### config.mk
export PLATFORM = sky130hd
export DESIGN_NAME = ecc_sed_encoder_par
export DESIGN_NICKNAME = d
export VERILOG_FILES = /design/src/rtl/ecc_sed_encoder_par.sv
export SDC_FILE = /design/constraint.sdc
export NUM_CORES = 1
export LEC_CHECK = 0
export CAP_MARGIN = 20
export CORE_MARGIN = 2
export CORE_UTILIZATION = 50
export CTS_BUF_LIST = sky130_fd_sc_hd__clkbuf_16
export CTS_CLUSTER_DIAMETER = 50
export DETAILED_ROUTE_END_ITERATION = 12
export GPL_TIMING_DRIVEN = 0
export PLACE_DENSITY_LB_ADDON = 0.12
export SYNTH_ARGS = -nofsm -noshare
export SYNTH_HDL_FRONTEND = slang
export SYNTH_SLANG_ARGS = --single-unit
### constraint.sdc
create_clock -name clk -period 2.56 [get_ports clk]
set_clock_uncertainty 0.1 [all_clocks]
set_input_delay 0.512 -clock clk [delete_from_list [all_inputs] [get_ports clk]]
set_output_delay 0.512 -clock clk [all_outputs]
set_load 0.05 [all_outputs]
### src/rtl/ecc_sed_encoder_par.sv
// ecc_sed_encoder_par: interleaved single-error-detect parity encoder with 2-entry output FIFO and one-shot error injection
module ecc_sed_encoder_par #(
  parameter int DATA_W = 12,
  parameter int GROUPS = 1,
  parameter int ODD_PARITY = 0,
  parameter int CNT_W = 16
) (
  input  logic                     clk,
  input  logic                     rst,
  input  logic                     data_valid,
  output logic                     data_ready,
  input  logic [DATA_W-1:0]        data,
  input  logic                     inj_err,
  output logic                     enc_valid,
  input  logic                     enc_ready,
  output logic [DATA_W+GROUPS-1:0] enc_codeword,
  output logic [CNT_W-1:0]         word_count,
  output logic                     inj_pending
);
  localparam int W = DATA_W + GROUPS;
  if (GROUPS < 1 || GROUPS > DATA_W) begin : g_bad_groups
    $error("GROUPS must be in 1..DATA_W");
  end
  logic [W-1:0] mem [2];
  logic rd, wr, acc, hs, flip;
  logic [1:0] cnt;
  logic [GROUPS-1:0] par;
  // group parity of the incoming word, with optional one-shot corruption of parity[0]
  always_comb begin
    par = '0;
    for (int i = 0; i < DATA_W; i++) par[i % GROUPS] = par[i % GROUPS] ^ data[i];
    flip = acc && (inj_pending || inj_err);
    par = par ^ {GROUPS{ODD_PARITY != 0}} ^ GROUPS'(flip);
  end
  assign data_ready   = !rst && cnt != 2'd2;
  assign enc_valid    = cnt != 2'd0;
  assign acc          = data_valid && data_ready;
  assign hs           = enc_valid && enc_ready;
  assign enc_codeword = mem[rd];
  // FIFO storage, pointers, occupancy, delivered counter and injection arm
  always_ff @(posedge clk) begin
    if (rst) begin
      mem[0]      <= '0;
      mem[1]      <= '0;
      rd          <= 1'b0;
      wr          <= 1'b0;
      cnt         <= 2'd0;
      word_count  <= '0;
      inj_pending <= 1'b0;
    end else begin
      if (acc) begin
        mem[wr] <= {par, data};
        wr      <= ~wr;
      end
      if (hs) begin
        rd         <= ~rd;
        word_count <= word_count + 1'b1;
      end
      cnt         <= cnt + 2'(acc) - 2'(hs);
      inj_pending <= !acc && (inj_pending || inj_err);
    end
  end
endmodule

* After elaboration in Yosys (flattened, before gate mapping) *
Memories as Yosys holds them, arrays and structs flattened. A register that Yosys moved wholly into a read port is not among the register bits.
Cells that the tools add are included.

storage, ports and cells
  register bits after elaboration = 21
  latch bits = 0
  bits in writable memories = 26
  memory bits (read-only) = 0
  input bits = 17
  output and inout bits = 32
  memories = 1

memory list
  memory  words  width  read ports  clocked after Yosys merged registers in  write ports  line  source
  mem     2      13     1           1                                        2            24    logic [W-1:0] mem [2];

operators by class
  add/sub/neg operators = 3
  $mul = 0
  div/mod/pow operators = 0
  magnitude comparators = 0
  equal/unequal tests = 1
  shifts and indexed selects = 0
  multiplexer cells = 10
  bitwise operators = 14
  reduce and logical (&&, ||, !) cells = 10

operator list
  cell                                           count
  adder 16 x 1 -> 16 bit, second input constant  1
  2-to-1 mux 13 bit                              1
  OR reduction 13 bit                            1
  XOR 1 bit                                      12
  2-to-1 mux 1 bit                               9
  logical AND 1 bit                              5
  adder 2 x 1 -> 2 bit                           1
  logical NOT 1 bit                              2
  != test 2 bit, second input constant           1
  NOT 1 bit                                      2
  nonzero test 2 bit                             1
  subtractor 2 x 1 -> 2 bit                      1
  logical OR 1 bit                               1

* Logic depth before layout (Yosys ltp) *
Gate-level depths: netlist of the first run.

  depth in word-level cells = 13
  depth in mapped cells = 9
  mapped depth without buffers = 7

* Worst setup path after synthesis of the first run *
Ideal clock, no wire load.

  kind = input to output
  from = input port rst
  to = output port data_ready
  data arrival time = 1520 ps
  data required time = 1948 ps
  slack = 428 ps
  stages = 3
  buffers on the path = 2
  cells stage by stage = buf_6 buf_6 a21oi_1

on the way
  longest elaborated chain between the ends = 2

ends and longest elaborated chain
  what                line  source
  start: declaration  9     input logic rst,
  logical NOT 1 bit   35    assign data_ready = !rst && cnt != 2'd2;
  logical AND 1 bit   35
  end: declaration    11    output logic data_ready,

No other way between the ends.

* Worst setup path in the final report of the first run *
  from = register cnt[0]
  to = output port data_ready

on the way
  longest elaborated chain between the ends = 2

ends and longest elaborated chain
  what                      line  source
  start: declaration        26    logic [1:0] cnt;
  start signal: assignment  59    cnt <= cnt + 2'(acc) - 2'(hs);
  != test 2 bit             35
  logical AND 1 bit         35

No other way between the ends.

==> results of run 1 <==
[area by class of cell]
cell class | count | area (um2)
fillers | 365 | 1436
flip-flops and latches | 48 | 1221
multi-input cells | 130 | 962.2
repair buffers | 47 | 457.9
clock buffers | 5 | 125.1
well taps | 52 | 65.06
plain buffers | 10 | 63.81
clock inverters | 3 | 11.26
inverters | 3 | 11.26
[power by group through the flow]
stage / registers [mW] / logic (mW) / clock network [mW]
final: 0.933 / 0.773 / 0.605
after CTS: 0.934 / 0.784 / 0.615
after detailed placement: 0.951 / 0.808 / 0
after floorplan: 0.970 / 0.557 / 0
after global routing: 0.943 / 0.822 / 0.647
after global placement: 0.949 / 0.802 / 0
[worst max path at each step]
| stage | from | endpoint | slack, ns |
|---|---|---|---|
| after global routing | data_valid | cnt[1] | 0.09 |
| after CTS | cnt[0] | data_ready | 0.15 |
| after detailed placement | flop | enc_codeword[8] | -0.05 |
| after floorplan | rst | data_ready | 0.43 |
| after global placement | flop | enc_codeword[7] | -0.05 |
| final | cnt[0] | data_ready | 0.16 |
[registers in the layout, summed over array words and instances, names as in the netlist, named ones only]
name         flops
word_count      16
wr               1
cnt              2
mem             26
rd               1
inj_pending      1
[per-stage QoR]
stage               setup TNS [ns]  util, %
CTS                              0    67.01
floorplan                        0        -
global placement           -0.3362    64.14
detailed placement         -0.4275    64.14
finish                           0    67.01
global route                     0    67.01
[routing by layer]
metal	GRT usage (%)	up-vias	share of wire, %
met5	0	-	0
met4	6.289	0	1.4
met3	3.846	5	5.2
met2	30.86	39	53
met1	20.41	733	41
li1	-	776	-
[kinds of logic after synthesis]
family	after synthesis
AOI/OAI and AO/OA	15
muxes	14
xor gates and xnor gates	24
buffers and inverters	13
DFF	48
adders and majority gates	3
and+or+nand+nor	74
[Yosys cell counts (all sizes together)]
cell,number,area share [%]
xor2,11,4.3
nand2b,1,0.28
dfxtp,22,20
o21ai,4,0.89
and2,13,3.6
xnor2,11,4.3
edfxtp,26,35
and2b,1,0.33
nor3,1,0.22
o2111a,1,0.50
o31ai,1,0.33
nand2,7,1.2
buf,5,1.9
nand4,4,1.1
or2,2,0.55
a21oi,6,1.3
and4,2,0.78
o21a,1,0.33
nor3b,1,0.55
and3,13,3.6
xnor3,2,2.0
clkbuf,5,0.89
mux2,13,6.5
a211oi,1,0.89
o211a,1,0.44
or4,1,0.33
mux2i,1,0.44
nand3,6,1.9
nor2,16,2.7
ha,3,1.7
nor2b,2,0.55
inv,3,0.50
or3,4,1.2
==> key figures, run 1 <==
Final layout
  • Most common cell after layout, fill and taps aside: clkdlybuf4s50_1
  • P&R area growth vs syn: 29.27%
  • Share of cells above drive strength 1: 12.20%
  • Final Instance Area: 0.002918 mm2
  • Commonest cells after routing, fill and taps aside: clkdlybuf4s50_1 (37), edfxtp_1 (26), dfxtp_1 (22)
  • Diodes inserted: 0
  • Layout Cells excl Fill: 298
  • Nets: 265

Route
  • Initial drt markers: 70
  • DRC Markers: 0
  • Post-DRT Antenna Nets: 0
  • DR vias/cell: 5.211
  • WL per Instance: 13.80 um
  • First-pass iteration count of the detailed router: 4
  • Via count: 1553
  • DRT Wirelength: 4113 um

Outcome
  • Status: finished clean

Floorplan
  • Core ar.: 0.004354 mm2
  • Chip height: 71.19 um
  • I/O pin cnt: 49
  • Die Wd: 71.19 um
  • Initial Util: 51.84%
  • Row Count: 24
  • Die footprint: 0.005068 mm2

Setup path
  • Kind of end point of the critical path: output port
  • FF-to-FF path depth: 7
  • Critical Path Stages: 3
  • CP max-delay cell: clkdlybuf4s50_1
  • CP Launch Type: flop
  • Critical Path RT: 1.95 ns
  • Worst-path cell chain: inv_1, a21oi_1, clkdlybuf4s50_1
  • Worst R2R Start: cnt[0]
  • R2r setup slk: 0.40 ns
  • Worst reg2reg path endpoint: cnt[1]
  • Critical path class: reg -> out
  • Critical path's top delay family: buffers and inverters
  • Largest stage delay on the critical path: 0.81 ns
  • Buffer and inverter count on the worst path: 2
  • Crit-path max FO: 5
  • Crit path DAT: 1.79 ns

GRT
  • Initial antenna violation count: 0
  • Vias in the first global route: 1521
  • Largest net degree at the start of global routing: 14
  • First-pass GRT wire length: 6858 um
  • Global route overflow: 0
  • GRT Resource Usage Total: 17.34%

Clock tree
  • CTS root buffer: clkbuf_16
  • Post-CTS Hold Fix Bufs: 0
  • TritonCTS Buffers: 5
  • Num Clock Sinks: 48
  • Max Root-Sink Buffers: 2
  • Clk_lat worst skew: 0.28 ns
  • CTS tree: built
  • Clock slew at reported path FFs: 0.06 ns
  • Setup bufs post-CTS: 0
  • Post-CTS resize count: 11
  • H-tree levels: 2

Placement
  • Dpl ws: -0.05372 ns
  • Port Buf Inserts: 47
  • Dpl cells: 290
  • GPL Wtd Cong: 0.7265
  • Area after DPL: 0.002793 mm2
  • Final HPWL DP: 2918 um

Power
  • Pleak: 1.184 nW
  • Reg power frac: 40.4%
  • Peak VDD IR: 0.4047 mV
  • Clock network fraction of design power: 26.2%
  • Sw frac: 33.11%
  • Sw Pwr: 765.2 uW
  • Comb pwr share: 33.4%
  • Final Power: 2.311 mW
  • Int Pwr: 1.546 mW
  • Power Density: 792.2 mW/mm2

Yosys
  • Seq/Total Area, Yosys: 54.10%
  • Adder-Cell Fraction of Synth Area: 1.663%
  • Synth Area per Inst: 11.82 um2
  • Post-synthesis xor/xnor area fraction: 10.53%
  • Synth Net Count: 211
  • Largest family of logic cells by synthesized area: simple AND/OR/NAND/NOR gates
  • Post-synthesis cell count: 191
  • Ys Warns: 0
  • Mux cell area share after synthesis: 6.929%
  • Synth Area in Compound Gates: 4.712%
  • Yosys cell types: 38
  • Synth Register Bits: 48
  • Synth Cell Area: 0.002257 mm2
  • Post-synthesis simple-gate area fraction: 18.79%

STA
  • Final hold violation count: 0
  • Final Cycle Share: 93.80%
  • Min cycle time layout: 2.401 ns
  • Least-Margin Pin Slew: 0.6558 ns
  • Final slew viol count: 0
  • Relative slew slack: 56.28%
  • Hold Worst Slack: 0.3368 ns
  • Slack of the critical path: 0.1588 ns
  • Final setup violation count: 0
  • RSZ-0062 raised after global routing: no
  • Maximum clock frequency: 0.4165 GHz

Worst hold path
  • Worst Hold Path EP: cnt[0]
  • Hold WC Path Type: in -> reg
  • Worst hold path stage count: 2
  • Worst hold path startpoint: rst

Run
  • MaxCap Viol Count: 0
Power figures use the tool's default switching activity.
==> run 2, diff against run 1 <==
--- a/config.mk
+++ b/config.mk
@@ -5,6 +5,7 @@
 export SDC_FILE = /design/constraint.sdc
 export NUM_CORES = 1
 export LEC_CHECK = 0
+export ABC_CLOCK_PERIOD_IN_PS = 2560
 export CAP_MARGIN = 20
 export CORE_MARGIN = 2
 export CORE_UTILIZATION = 50
@@ -16,3 +17,4 @@
 export SYNTH_ARGS = -nofsm -noshare
 export SYNTH_HDL_FRONTEND = slang
 export SYNTH_SLANG_ARGS = --single-unit
+export TNS_END_PERCENT = 30
==> results of run 2 <==
Same layout as run 1: the final DEF is identical, and so are final timing and power.
==> run 3, diff against run 2 <==
--- a/config.mk
+++ b/config.mk
@@ -6,7 +6,7 @@
 export NUM_CORES = 1
 export LEC_CHECK = 0
 export ABC_CLOCK_PERIOD_IN_PS = 2560
-export CAP_MARGIN = 20
+export CAP_MARGIN = 10
 export CORE_MARGIN = 2
 export CORE_UTILIZATION = 50
 export CTS_BUF_LIST = sky130_fd_sc_hd__clkbuf_16
==> results of run 3 <==
Same layout as run 1: the final DEF is identical, and so are final timing and power.
